## src/rtl/projectile_pool.sv

```systemverilog
// Pool of NUM_PROJ projectiles: fire arbitration with cooldown, screen-edge retirement, per-pixel hit.
// Optional build macro PROJ_KILL_EN adds a per-slot kill input driven by collision logic.
module projectile_pool #(
  parameter int NUM_PROJ = 4,
  parameter int SIZE     = 20,
  parameter int SPEED    = 2,
  parameter int SCREEN_W = 640,
  parameter int SCREEN_H = 480,
  parameter int COOLDOWN = 8
) (
  input  logic                Clk,
  input  logic                Reset,
  input  logic                frame_clk,
  input  logic                fire,
  input  logic [1:0]          dir,
  input  logic [9:0]          origin_x,
  input  logic [9:0]          origin_y,
  input  logic [9:0]          DrawX,
  input  logic [9:0]          DrawY,
`ifdef PROJ_KILL_EN
  input  logic [NUM_PROJ-1:0] kill,
`endif
  output logic [NUM_PROJ-1:0] active,
  output logic                launched,
  output logic                proj_on,
  output logic [2:0]          proj_idx,
  output logic [9:0]          proj_dx,
  output logic [9:0]          proj_dy
);

  localparam int CD_W = (COOLDOWN < 1) ? 1 : $clog2(COOLDOWN + 1);

  typedef enum logic [1:0] {DIR_RIGHT = 2'd0, DIR_LEFT = 2'd1, DIR_DOWN = 2'd2, DIR_UP = 2'd3} dir_e;

  logic [9:0]          pos_x   [NUM_PROJ];
  logic [9:0]          pos_y   [NUM_PROJ];
  dir_e                pos_dir [NUM_PROJ];
  logic [CD_W-1:0]     cooldown;
  logic                fire_pend;
  logic                fc_q1, fc_q2;
  logic                tick;

  logic [NUM_PROJ-1:0] nxt_active;
  logic [9:0]          nxt_x   [NUM_PROJ];
  logic [9:0]          nxt_y   [NUM_PROJ];
  logic [10:0]         fwd_x   [NUM_PROJ];
  logic [10:0]         fwd_y   [NUM_PROJ];
  logic [9:0]          hit_dx  [NUM_PROJ];
  logic [9:0]          hit_dy  [NUM_PROJ];
  logic                do_launch;
  logic [2:0]          launch_slot;

  // frame_clk is asynchronous; the two-stage register also gives a clean rising-edge detect.
  assign tick = fc_q1 & ~fc_q2;

  // Movement/retirement outcome for the coming tick, then lowest free slot after retirement.
  always_comb begin
    // NOTE: every combinational output gets a default first so no path leaves it unassigned (no latch).
    nxt_active  = active;
    do_launch   = 1'b0;
    launch_slot = '0;
    for (int i = 0; i < NUM_PROJ; i++) begin
      nxt_x[i] = pos_x[i];
      nxt_y[i] = pos_y[i];
      fwd_x[i] = {1'b0, pos_x[i]} + 11'(SPEED);
      fwd_y[i] = {1'b0, pos_y[i]} + 11'(SPEED);
      if (active[i]) begin
        unique case (pos_dir[i])
          DIR_RIGHT: if (fwd_x[i] > 11'(SCREEN_W - SIZE)) nxt_active[i] = 1'b0;
                     else nxt_x[i] = fwd_x[i][9:0];
          DIR_LEFT:  if (pos_x[i] < 10'(SPEED)) nxt_active[i] = 1'b0;
                     else nxt_x[i] = pos_x[i] - 10'(SPEED);
          DIR_DOWN:  if (fwd_y[i] > 11'(SCREEN_H - SIZE)) nxt_active[i] = 1'b0;
                     else nxt_y[i] = fwd_y[i][9:0];
          DIR_UP:    if (pos_y[i] < 10'(SPEED)) nxt_active[i] = 1'b0;
                     else nxt_y[i] = pos_y[i] - 10'(SPEED);
        endcase
      end
    end
    if (fire_pend && cooldown == '0) begin
      for (int i = NUM_PROJ - 1; i >= 0; i--) begin
        if (!nxt_active[i]) begin
          do_launch   = 1'b1;
          launch_slot = 3'(i);
        end
      end
    end
  end

  always_ff @(posedge Clk) begin
    if (Reset) begin
      // NOTE: the slot arrays are a handful of flops, not a RAM, so clearing them on reset is cheap and intended.
      fc_q1     <= 1'b0;
      fc_q2     <= 1'b0;
      fire_pend <= 1'b0;
      cooldown  <= '0;
      launched  <= 1'b0;
      active    <= '0;
      for (int i = 0; i < NUM_PROJ; i++) begin
        pos_x[i]   <= '0;
        pos_y[i]   <= '0;
        pos_dir[i] <= DIR_RIGHT;
      end
    end else begin
      // NOTE: non-blocking throughout so every register samples pre-edge values.
      fc_q1     <= frame_clk;
      fc_q2     <= fc_q1;
      launched  <= tick && do_launch;
      fire_pend <= (tick && do_launch) ? fire : (fire_pend | fire);
      if (tick) begin
        active <= nxt_active;
        for (int i = 0; i < NUM_PROJ; i++) begin
          pos_x[i] <= nxt_x[i];
          pos_y[i] <= nxt_y[i];
        end
        if (do_launch)           cooldown <= CD_W'(COOLDOWN);
        else if (cooldown != '0) cooldown <= cooldown - 1'b1;
      end
`ifdef PROJ_KILL_EN
      for (int i = 0; i < NUM_PROJ; i++) begin
        if (kill[i]) active[i] <= 1'b0;
      end
`endif
      // Later assignment lets a launch override a coincident kill of the same slot.
      if (tick && do_launch) begin
        for (int i = 0; i < NUM_PROJ; i++) begin
          if (launch_slot == 3'(i)) begin
            active[i]  <= 1'b1;
            pos_x[i]   <= origin_x;
            pos_y[i]   <= origin_y;
            pos_dir[i] <= dir_e'(dir);
          end
        end
      end
    end
  end

  // Pixel hit: unsigned wrap makes pixels left/above the sprite fail the < SIZE test.
  always_comb begin
    proj_on  = 1'b0;
    proj_idx = '0;
    proj_dx  = '0;
    proj_dy  = '0;
    for (int i = NUM_PROJ - 1; i >= 0; i--) begin
      hit_dx[i] = DrawX - pos_x[i];
      hit_dy[i] = DrawY - pos_y[i];
      if (active[i] && hit_dx[i] < 10'(SIZE) && hit_dy[i] < 10'(SIZE)) begin
        proj_on  = 1'b1;
        proj_idx = 3'(i);
        proj_dx  = hit_dx[i];
        proj_dy  = hit_dy[i];
      end
    end
  end

endmodule

```

## config.mk

```make
export PLATFORM = sky130hd
export DESIGN_NAME = projectile_pool
export DESIGN_NICKNAME = d
export VERILOG_FILES = /design/src/rtl/projectile_pool.sv
export SDC_FILE = /design/constraint.sdc
export NUM_CORES = 1
export LEC_CHECK = 0
export BUFFER_PORTS_ARGS = -buffer_cell sky130_fd_sc_hd__buf_2
export CORE_MARGIN = 3
export CORE_UTILIZATION = 30
export CTS_BUF_LIST = sky130_fd_sc_hd__clkbuf_4
export DETAILED_ROUTE_END_ITERATION = 7
export HOLD_SLACK_MARGIN = 0.06
export SLEW_MARGIN = 20
export SYNTH_ARGS = -nofsm -noshare
export SYNTH_HDL_FRONTEND = slang
export SYNTH_SLANG_ARGS = --single-unit
export TNS_END_PERCENT = 10
```

## constraint.sdc

```tcl
create_clock -name Clk -period 10.4 [get_ports Clk]
set_clock_uncertainty 0.15 [all_clocks]
set_input_delay 0.52 -clock Clk [delete_from_list [all_inputs] [get_ports Clk]]
set_output_delay 0.52 -clock Clk [all_outputs]
set_load 0.05 [all_outputs]
```

==> metrics.json <==
{
  "worst-endpoint-arrival_ns": 4.74,
  "synthesis.area_per_instance_um2": 7.76,
  "avgViaCountPerCell": 5.74,
  "synth_top_cells_by_area": "sky130_fd_sc_hd__edfxtp_1, sky130_fd_sc_hd__ha_1, sky130_fd_sc_hd__xnor2_1",
  "cts_setup_buffers": 0,
  "final_layout_size_suffix_gt1_frac": 0.0779,
  "syn2layout_area_growth_pct": 7.43,
  "place_congestion": 0.952,
  "holdCritPathClass": "in2reg",
  "crit_path_cells": "inv_1, ha_1, nor2b_1, o2111ai_1, nand2_1, xnor2_1, o211ai_1, nor4b_1, nand4_1, mux2_2, a21oi_1, buf_2",
  "drv_cap": 0,
  "hold_viol": 0,
  "io-pin-count": 75,
  "first_global_vias": 11000,
  "maxClockFrequency_ghz": 0.185,
  "internal_power_w": 0.000727,
  "cts.clk_slew.worst_paths_ns": 0.16,
  "critical_path_class": "reg2out",
  "critical_path_cell_with_the_highest_stage_delay": "sky130_fd_sc_hd__nand4_1",
  "slew_violations": 0,
  "via_count": 12000,
  "largest_net_degree_at_the_start_of_global_routing": 42,
  "power.combinational.fraction": 0.371,
  "postSynthCellCount": 1555,
  "status": "finished clean",
  "timing.critical_path.required_ns": 9.73,
  "synth.ff_latch_count": 100,
  "final.period_utilization": 0.520,
  "pwr_density_cell_mw_per_mm2": 92.2,
  "cp-start-kind": "flip-flop",
  "grt_antenna_before_repair": 4,
  "worst_pin_slew_ns": 1.14,
  "routed_wire_length_per_instance_um": 20.4,
  "post-route-min-period_ns": 5.41,
  "place.port_buffers": 63,
  "detailedRoute.firstPassIterationCount": 5,
  "finalPower_w": 0.00120,
  "timing.hold.ws_ns": 0.0839,
  "report.final.setup_viol": 0,
  "numCtsBuffers": 9,
  "synth_enable_flop_cells": 88,
  "yosys.cell_types.count": 89,
  "fp.dieH_um": 207,
  "ctsHoldBuffers": 0,
  "critPathMaxFanout": 20,
  "core_area_mm2": 0.0392,
  "cts_htree_levels": 3,
  "power.net_switching_w": 0.000468,
  "clock_tree.buffer_depth": 2,
  "detail-route-antenna-nets": 0,
  "detailed_route_drc_error_count": 0,
  "sw_frac_of_total": 0.392,
  "synth_top_cell_by_area": "sky130_fd_sc_hd__edfxtp_1",
  "post_synth_arst_share": 0,
  "die_area_mm2": 0.0427,
  "clock-sinks": 100,
  "critPathCaptureType": "output port",
  "power.leakage_nw": 4.97,
  "rsz0062_at_grt": "false",
  "die_width_um": 207,
  "fp-row-count": 72,
  "tns_ns": 0,
  "peakVddDrop_mv": 0.0572,
  "groute.usage.overall": 0.196,
  "share_of_the_yosys_chip_area_belonging_to_registers": 0.239,
  "share_seq_of_total_power": 0.425,
  "post_cts.resized_instances": 0,
  "hpwl_mm": 34.6,
  "route.final.wire_length_mm": 42.7,
  "post_synth_instance_area_mm2": 0.0121,
  "yosys.area.top_type_share": 0.219,
  "yosys_most_used_dff": "sky130_fd_sc_hd__edfxtp_1",
  "finalNetCount": 1705,
  "timing.slew.headroom": 0.221,
  "drt_iter0_drc": 1291,
  "clockPowerShare": 0.205,
  "critical-path-max-stage-delay_ns": 0.70,
  "clock_tree.root_cell": "sky130_fd_sc_hd__clkbuf_4",
  "worstSkewPairLatency_ns": 0.50,
  "synth_warn": 0,
  "tritoncts": "yes",
  "start_util": 0.308,
  "grt_overflow": 0,
  "first_pass_grt_wire_length_mm": 64.8
}
## Yosys cell counts (8+ instances only)
| library cell | n |
|---|---|
| sky130_fd_sc_hd__xor2_1 | 32 |
| sky130_fd_sc_hd__inv_1 | 109 |
| sky130_fd_sc_hd__and3_1 | 21 |
| sky130_fd_sc_hd__fa_1 | 8 |
| sky130_fd_sc_hd__o31ai_1 | 11 |
| sky130_fd_sc_hd__a21o_1 | 13 |
| sky130_fd_sc_hd__buf_4 | 11 |
| sky130_fd_sc_hd__a21oi_1 | 73 |
| sky130_fd_sc_hd__o21ai_0 | 106 |
| sky130_fd_sc_hd__edfxtp_1 | 88 |
| sky130_fd_sc_hd__o2111ai_1 | 10 |
| sky130_fd_sc_hd__o21a_1 | 8 |
| sky130_fd_sc_hd__and2_1 | 9 |
| sky130_fd_sc_hd__clkbuf_1 | 62 |
| sky130_fd_sc_hd__and4_1 | 10 |
| sky130_fd_sc_hd__nand2_1 | 170 |
| sky130_fd_sc_hd__ha_1 | 89 |
| sky130_fd_sc_hd__xnor2_1 | 76 |
| sky130_fd_sc_hd__a31oi_1 | 20 |
| sky130_fd_sc_hd__or2_2 | 8 |
| sky130_fd_sc_hd__nand4_1 | 24 |
| sky130_fd_sc_hd__or3_1 | 16 |
| sky130_fd_sc_hd__a41oi_1 | 12 |
| sky130_fd_sc_hd__nand2b_1 | 27 |
| sky130_fd_sc_hd__nor3_1 | 56 |
| sky130_fd_sc_hd__dfxtp_1 | 12 |
| sky130_fd_sc_hd__nor3b_1 | 14 |
| sky130_fd_sc_hd__nand3_1 | 75 |
| sky130_fd_sc_hd__mux2i_1 | 30 |
| sky130_fd_sc_hd__nor2b_1 | 32 |
| sky130_fd_sc_hd__or4_1 | 12 |
| sky130_fd_sc_hd__buf_2 | 11 |
| sky130_fd_sc_hd__o211ai_1 | 12 |
| sky130_fd_sc_hd__a211oi_1 | 13 |
| sky130_fd_sc_hd__nor2_1 | 108 |
| sky130_fd_sc_hd__o22ai_1 | 14 |
| sky130_fd_sc_hd__nor4_1 | 27 |
## area by class of cell
class                      count  area [um2]
fill                        4191       26200
multi-input combinational   1269        8460
clock buffer                  10        75.1
timing repair buffer          73         390
antenna                        6        15.0
sequential                   100        2880
tap                          518         648
inverter                     109         409
clock inverter                 5        86.3
## power groups by stage
stage          registers (W)  clock network, W  logic, W
2_1_floorplan       0.000489                 0  0.000323
3_3_place_gp        0.000514                 0  0.000432
3_5_place_dp        0.000515                 0  0.000433
4_1_cts             0.000506          0.000248  0.000436
5_1_grt             0.000513          0.000264  0.000484
6_report            0.000508          0.000245  0.000443
## kinds of logic after synthesis
family | Yosys count | share of synthesized area
XOR/XNOR | 109 | 0.0797
flip-flops | 100 | 0.239
adder cells (fa/ha/maj) | 97 | 0.105
AO/OA/AOI/OAI | 378 | 0.207
buffers and inverters | 196 | 0.0662
AND/OR/NAND/NOR | 639 | 0.273
multiplexers | 35 | 0.0295
other | 1 | 0.000311
## through the flow
stage	setup WS [ns]	util	instance area, um2	instances
2_1_floorplan	5.86	-	12100	1565
3_3_place_gp	5.65	0.326	12800	2069
3_5_place_dp	5.56	0.327	12800	2069
4_1_cts	5.08	0.331	13000	2084
5_1_grt	4.70	0.331	13000	2087
6_report	4.99	0.331	13000	2090
## registers in the layout, indices dropped and copies added, names as in the netlist
register   count
fire_pend      1
active         4
launched       1
pos_y         40
fc_q1          1
pos_dir        8
pos_x         40
cooldown       4
fc_q2          1
## final timing paths
check                end  cells after the start  slack, ns         from
min reg2reg        fc_q2                      1       0.33        fc_q1
max reg2reg  pos_x[1][9]                      9       5.77  pos_x[1][1]
max           proj_dx[4]                     12       4.99  pos_y[0][1]
min                fc_q1                      2       0.08    frame_clk
## critical path: cells and delay by family, from the launching register on
| kind | cells | cell delay (ns) |
|---|---|---|
| adder cells (fa/ha/maj) | 1 | 0.33 |
| AO/OA/AOI/OAI | 3 | 0.52 |
| XOR/XNOR | 1 | 0.26 |
| buffers and inverters | 2 | 0.54 |
| AND/OR/NAND/NOR | 4 | 1.38 |
| flip-flops | 1 | 0.69 |
| multiplexers | 1 | 0.53 |
## metal layers
layer	global-route usage	vias up	part of all wire
li1	-	5725	-
met1	0.293	5690	0.47
met2	0.303	545	0.43
met3	0.0279	44	0.095
met4	0.0359	0	0.012
met5	0	-	0
## placed cells by master (no fill, tap or decap), types with 13 or more instances in the layout
cell type | Yosys | final
sky130_fd_sc_hd__inv_1 | 109 | 109
sky130_fd_sc_hd__xor2_1 | 32 | 32
sky130_fd_sc_hd__nand2_1 | 170 | 170
sky130_fd_sc_hd__edfxtp_1 | 88 | 88
sky130_fd_sc_hd__and3_1 | 21 | 21
sky130_fd_sc_hd__or3_1 | 16 | 16
sky130_fd_sc_hd__o21ai_0 | 106 | 106
sky130_fd_sc_hd__nor3b_1 | 14 | 14
sky130_fd_sc_hd__a21oi_1 | 73 | 73
sky130_fd_sc_hd__buf_2 | 11 | 63
sky130_fd_sc_hd__nor3_1 | 56 | 56
sky130_fd_sc_hd__nor2b_1 | 32 | 32
sky130_fd_sc_hd__nand4_1 | 24 | 24
sky130_fd_sc_hd__nor2_1 | 108 | 107
sky130_fd_sc_hd__a31oi_1 | 20 | 20
sky130_fd_sc_hd__ha_1 | 89 | 89
sky130_fd_sc_hd__xnor2_1 | 76 | 76
sky130_fd_sc_hd__nand3_1 | 75 | 75
sky130_fd_sc_hd__nand2b_1 | 27 | 27
sky130_fd_sc_hd__mux2i_1 | 30 | 30
sky130_fd_sc_hd__o22ai_1 | 14 | 14
sky130_fd_sc_hd__a21o_1 | 13 | 13
sky130_fd_sc_hd__a211oi_1 | 13 | 13
sky130_fd_sc_hd__nor4_1 | 27 | 26
Note: power is estimated with default switching activity, not from simulation.
